<file path="config.mk">
export PLATFORM = sky130hd
export DESIGN_NAME = mips_cpu_cache_arbiter
export DESIGN_NICKNAME = d
export VERILOG_FILES = /design/src/rtl/mips_cpu_cache_arbiter.sv
export SDC_FILE = /design/constraint.sdc
export NUM_CORES = 1
export LEC_CHECK = 0
export CAP_MARGIN = 0
export CORE_MARGIN = 2
export CORE_UTILIZATION = 35
export DETAILED_ROUTE_END_ITERATION = 10
export PLACE_DENSITY_LB_ADDON = 0.15
export SYNTH_ARGS = -nofsm -noshare
export SYNTH_HDL_FRONTEND = slang
export SYNTH_SLANG_ARGS = --single-unit
</file>
<file path="constraint.sdc">
create_clock -name clk -period 1.8 [get_ports clk]
set_clock_uncertainty 0.15 [all_clocks]
set_input_delay 0.27 -clock clk [delete_from_list [all_inputs] [get_ports clk]]
set_output_delay 0.27 -clock clk [all_outputs]
set_load 0.005 [all_outputs]
</file>
<file path="src/rtl/mips_cpu_cache_arbiter.sv">
// Shares one Avalon-style memory port between the instruction and data caches.
// Define CACHE_ARB_RR_EN for round-robin arbitration on simultaneous I/D requests; otherwise data has fixed priority.
module mips_cpu_cache_arbiter #(
   parameter int ADDR_WIDTH = 32
) (
   input  logic                  clk,
   input  logic                  rst,
   input  logic                  i_req,
   input  logic [ADDR_WIDTH-1:0] i_addr,
   output logic [31:0]           i_data,
   output logic                  i_data_valid,
   input  logic                  d_read,
   input  logic                  d_write,
   input  logic [ADDR_WIDTH-1:0] d_addr,
   input  logic [31:0]           d_writedata,
   input  logic [3:0]            d_byteenable,
   output logic [31:0]           d_data,
   output logic                  d_data_valid,
   output logic [ADDR_WIDTH-1:0] mem_address,
   output logic                  mem_read,
   output logic                  mem_write,
   output logic [31:0]           mem_writedata,
   output logic [3:0]            mem_byteenable,
   input  logic                  mem_waitrequest,
   input  logic [31:0]           mem_readdata
);

   typedef enum logic [2:0] {IDLE, I_RD, D_RD, D_WR, I_RESP, D_RESP} state_t;

   localparam logic [ADDR_WIDTH-1:0] WORD_MASK = ~(ADDR_WIDTH'(3));

   state_t state, next_state;
   logic   grant_data;
   logic   grant_instr;
   logic   is_write;

`ifdef CACHE_ARB_RR_EN
   logic last_instr;

   // Data wins a tie only when the instruction side was granted last.
   assign grant_data = (state == IDLE) && (d_read || d_write) && (!i_req || last_instr);

   always_ff @(posedge clk or negedge rst) begin
      if (!rst)
         last_instr <= 1'b1;
      else if (grant_data)
         last_instr <= 1'b0;
      else if (grant_instr)
         last_instr <= 1'b1;
   end
`else
   assign grant_data = (state == IDLE) && (d_read || d_write);
`endif

   assign grant_instr = (state == IDLE) && i_req && !grant_data;

   always_ff @(posedge clk or negedge rst) begin
      if (!rst)
         state <= IDLE;
      else
         state <= next_state;
   end

   always_comb begin
      next_state   = state;
      i_data       = '0;
      i_data_valid = 1'b0;
      d_data       = '0;
      d_data_valid = 1'b0;
      case (state)
         IDLE: begin
            if (grant_data)
               next_state = d_write ? D_WR : D_RD;
            else if (grant_instr)
               next_state = I_RD;
         end
         I_RD: begin
            if (!mem_waitrequest)
               next_state = I_RESP;
         end
         D_RD, D_WR: begin
            if (!mem_waitrequest)
               next_state = D_RESP;
         end
         I_RESP: begin
            next_state   = IDLE;
            i_data       = mem_readdata;
            i_data_valid = i_req;
         end
         D_RESP: begin
            next_state   = IDLE;
            d_data       = is_write ? 32'h0 : mem_readdata;
            d_data_valid = is_write ? d_write : d_read;
         end
         default: next_state = IDLE;
      endcase
   end

   // Bus request is captured at grant and held until the transfer completes.
   always_ff @(posedge clk or negedge rst) begin
      if (!rst) begin
         mem_address    <= '0;
         mem_read       <= 1'b0;
         mem_write      <= 1'b0;
         mem_writedata  <= '0;
         mem_byteenable <= '0;
         is_write       <= 1'b0;
      end else begin
         case (state)
            IDLE: begin
               if (grant_data && d_write) begin
                  mem_address    <= d_addr;
                  mem_write      <= 1'b1;
                  mem_writedata  <= d_writedata;
                  mem_byteenable <= d_byteenable;
                  is_write       <= 1'b1;
               end else if (grant_data) begin
                  mem_address    <= d_addr & WORD_MASK;
                  mem_read       <= 1'b1;
                  mem_writedata  <= '0;
                  mem_byteenable <= 4'hF;
                  is_write       <= 1'b0;
               end else if (grant_instr) begin
                  mem_address    <= i_addr & WORD_MASK;
                  mem_read       <= 1'b1;
                  mem_writedata  <= '0;
                  mem_byteenable <= 4'hF;
                  is_write       <= 1'b0;
               end
            end
            I_RD, D_RD, D_WR: begin
               if (!mem_waitrequest) begin
                  mem_address    <= '0;
                  mem_read       <= 1'b0;
                  mem_write      <= 1'b0;
                  mem_writedata  <= '0;
                  mem_byteenable <= '0;
               end
            end
            default: ;
         endcase
      end
   end

endmodule

</file>
## Word level (Yosys, flattened, before mapping)

Index checks and enable logic that the tools add are counted.

| cells by class | value |
|---|---|
| equal/unequal tests | 12 |
| mux-type cells | 36 |
| reductions and logical operators | 16 |

Operators with widths:

| cell | count |
|---|---|
| $mux 32 | 10 |
| $pmux 32 s2 | 2 |
| $mux 4 | 4 |
| $mux 1 | 12 |
| $mux 3 | 4 |
| $pmux 3 s3 | 1 |
| $reduce_and 3->1 | 3 |
| $ne 2x2->1 const B | 4 |
| $pmux 4 s2 | 1 |
| $eq 3x2->1 const B | 2 |
| $eq 3x3->1 const B | 2 |
| $logic_and 1x1->1 | 4 |
| $ne 4x3->1 const B | 1 |
| $pmux 1 s2 | 2 |
| $reduce_and 4->1 | 1 |
| $eq 3x1->1 const B | 1 |
| $logic_not 3->1 | 1 |
| $ne 3x3->1 const B | 1 |
| $reduce_bool 3->1 | 1 |
| $reduce_or 3->1 | 1 |
| $ne 2x1->1 const B | 1 |
| $reduce_and 2->1 | 1 |
| $reduce_bool 2->1 | 1 |
| $reduce_or 2->1 | 1 |
| 2 further kinds | 2 |

| storage, ports and cells | value |
|---|---|
| register bits | 74 |
| logic and storage cells | 71 |
| bits of input ports | 138 |
| output and inout port bits | 136 |

## Logic depth before layout (Yosys ltp)

| logic depth | value |
|---|---|
| depth after elaboration | 8 |
| depth in mapped cells | 5 |
| depth with buffers taken out | 3 |

## Worst setup path after synthesis

Ideal clock, no wire load.

| path | value |
|---|---|
| kind | register to output |
| start point | register state[2] |
| end point | output port d_data[10] |
| required time | 1380 ps |
| stages on the path, launching flop included | 6 |
| arrival | 1196 ps |
| buffers on the path | 2 |
| setup slack | 184 ps |
| cell sequence | dfrtp_1 > buf_2 > nand3b_1 > nor2_1 > clkbuf_1 > and2_1 |

| on the way | value |
|---|---|
| longest elaborated chain between the ends | 2 |

Ends and longest elaborated chain:

| item | RTL line | RTL |
|---|---|---|
| start: declaration | 32 | `state_t state, next_state;` |
| start signal: assignment | 61 | `state <= next_state;` |
| $eq 3x3->1 | 70 | `case (state)` |
| $mux 32 | 70 |  |
| end: declaration | 17 | `output logic [31:0] d_data,` |

Every way passes these cells.

## Worst setup path after layout

| path | value |
|---|---|
| start point | register state[0] |
| end point | output port i_data[1] |

| on the way | value |
|---|---|
| longest elaborated chain between the ends | 2 |

Ends and longest elaborated chain:

| item | RTL line | RTL |
|---|---|---|
| $eq 3x3->1 | 70 |  |
| $mux 32 | 70 |  |
| end: declaration | 10 | `output logic [31:0] i_data,` |

Every way passes these cells.

==> reports/qor.yml <==
drtPass1Iterations: 4
register_area_um2: 1850
power.switching_uw: 3500
initial_core_util_pct: 36.2
cp-start-kind: "flop"
syn_nets: 475
fin_tns_setup_ns: -13.64
htreeDepth: 3
port_buffers: 271
grt_max_degree: 75
min_period_ns: 2.05
worstPathRequired_ns: 1.38
hold_class: "in2async"
path_max_fanout: 5
hpwlAfterDp_um: 9580
p_seq_share_pct: 28.2
slew-limit-headroom_pct: 72.6
grtUsageTotal_pct: 23.2
netlist_instances: 337
drc: 0
antenna_found_initial: 0
outcome: "complete, but fails checks"
drive_above_1_share_pct: 28.2
cts_sinks: 74
place.gp.congestion: 0.747
async_flop_share_pct: 100
arrival_ns: 1.63
first_iter_violations: 209
fin_nets: 776
synth_edf_count: 0
top_layer_used: "met4"
ys.flop_type: "dfrtp_1"
cts_buffers: 9
synth_top_cell_by_area: "dfrtp_1"
synth_area_um2: 3760
diodes: 0
clkPwrFrac_pct: 11.2
rsz0062_at_grt: "yes"
critical_path_class: "reg2out"
fill_cells: 768
viasPerCell: 5.06
cts.path.max_buffers: 2
die_area_um2: 11600
postRouteAntennaNets: 0
cts-root-buf: "clkbuf_8"
synth-seq-area-share_pct: 49.3
clk_pin_slew_ns: 0.07
met3_length_um: 1300
ios: 274
netlist_top_cells_area: "dfrtp_1, mux2i_1, a22o_1, and2_1, and3_1"
p_int_uw: 6700
grt.overflow.total: 0
slew_violations: 0
layout_worst_path_cycle_share_pct: 114
max_freq_ghz: 0.487
area_growth_pct: 98.6
yosysWarningCount: 0
ys_types: 26
synth_top_area_share_pct: 49.3
die_w_um: 108
crit_path_end_kind: "output pin"
power_uw: 10200
worst_slack_ns: -0.253
leakage_uw: 0.00339
grt_pass1_wl_um: 20900
num_vias: 3934
irDropWorstVdd_mv: 0.874
power_density_nw_per_um2: 1370
cts_tree: "done"
synth_most_common_cell: "dfrtp_1"
tightest_slew_ns: 0.412
dr_wl_met2_um: 7780
synth.avg_cell_area_um2: 11.1
multi_input_area_um2: 1890
synth.top_cells.by_count: "dfrtp_1, mux2i_1, o21ai_0"
num_rows: 37
core_um2: 10400
dp_slack_ns: -0.218
die_y_um: 108
violations: "negative setup slack"
drt-met1-wl_um: 5970
post_drt_wl_per_cell_um: 19.6
routed_wl_um: 15200
p_sw_share_pct: 34.3
setup_viol: 99
ys_ff_latch: 74
finalHoldViolations: 0
p_comb_share_pct: 60.6
drv_cap: 0
insertion_delay_ns: 0.33
grt_pass1_vias: 3897
holdWs_ns: 0.341
[power by group through the flow]
stage	clock network, µW	logic, µW	registers [µW]
5_1_grt	1260	6550	2960
4_1_cts	1170	5570	2860
3_3_place_gp	0	4860	2830
2_1_floorplan	0	2070	2920
3_5_place_dp	0	4990	2850
6_report	1140	6180	2880
[layer usage]
metal | track usage, % | vias up
li1 | - | 1822
met3 | 6.60 | 14
met1 | 29.1 | 1922
met4 | 6.59 | 0
met5 | 0 | -
met2 | 39.0 | 176
[registers in the layout, indices dropped and copies added (netlist names)]
register / count
mem_write: 1
mem_byteenable: 4
mem_writedata: 32
mem_address: 32
state: 3
is_write: 1
mem_read: 1
[final cells by class]
| class | count | area share (%) |
|---|---|---|
| Timing Repair Buffer | 321 | 45.2 |
| Sequential cell | 74 | 24.8 |
| Multi-Input combinational cell | 231 | 25.4 |
| Clock inverter | 2 | 0.168 |
| Tap cell | 136 | 2.28 |
| Inverter | 1 | 0.0503 |
| Clock buffer | 13 | 2.13 |
[placed cells by master, fill, tap and decap left out, types with 3 or more instances in the layout]
cell | netlist | routed
clkbuf_16 | 0 | 5
buf_6 | 4 | 59
and3b_1 | 4 | 4
a22o_1 | 34 | 34
clkdlybuf4s50_1 | 0 | 204
o21ai_1 | 3 | 21
mux2i_1 | 62 | 62
buf_4 | 3 | 14
and3_4 | 0 | 9
dfrtp_1 | 74 | 74
and2_4 | 1 | 35
buf_2 | 9 | 19
clkdlybuf4s15_2 | 0 | 7
nor2_4 | 0 | 3
and3_1 | 33 | 24
clkbuf_8 | 0 | 11
a21oi_1 | 8 | 8
buf_12 | 0 | 7
buf_16 | 0 | 3
o21ai_0 | 35 | 17
[cells by family after synthesis]
logic type / synth area share (%)
and+or+nand+nor: 14.5
AOI/OAI and AO/OA: 15.0
DFF: 49.3
muxes: 16.5
buffers and inverters: 4.79
[final timing paths]
check	start	to	slack (ns)	cells after the start
worst max register to register	state[0]	mem_address[0]	-0.09	7
worst min register to register	mem_writedata[21]	mem_writedata[21]	0.35	1
worst min-delay path	rst	mem_address[4]	0.34	3
max in group asynchronous	rst	mem_writedata[26]	0.82	3
worst max-delay path	state[0]	i_data[1]	-0.25	6
min in group clk	mem_writedata[21]	mem_writedata[21]	0.35	1
[what timing repair did]
action	in CTS	in global routing
cloned	7	11
endpoints found under the hold margin	74	0
buffers inserted	10	13
hold buffers	1	0
setup endpoints to repair	101	136
pin swaps	28	34
resized for setup	328	62
[metrics by stage]
stage / cell area (µm²) / util, % / std cells
final: 7460 / 72.0 / 778
after CTS: 7180 / 69.3 / 762
after floorplan: 3760 / - / 337
after global routing: 7460 / 72.0 / 778
after global placement: 6710 / 64.7 / 731
after detailed placement: 6710 / 64.7 / 731
[worst max-delay path, cell delays in order (launching register included)]
cell     delay, ns
dfrtp_1       0.41
buf_6         0.14
nor2_4        0.16
buf_4         0.16
buf_6         0.13
and3_1        0.18
buf_2         0.12
Power figures use the tool's default switching activity.
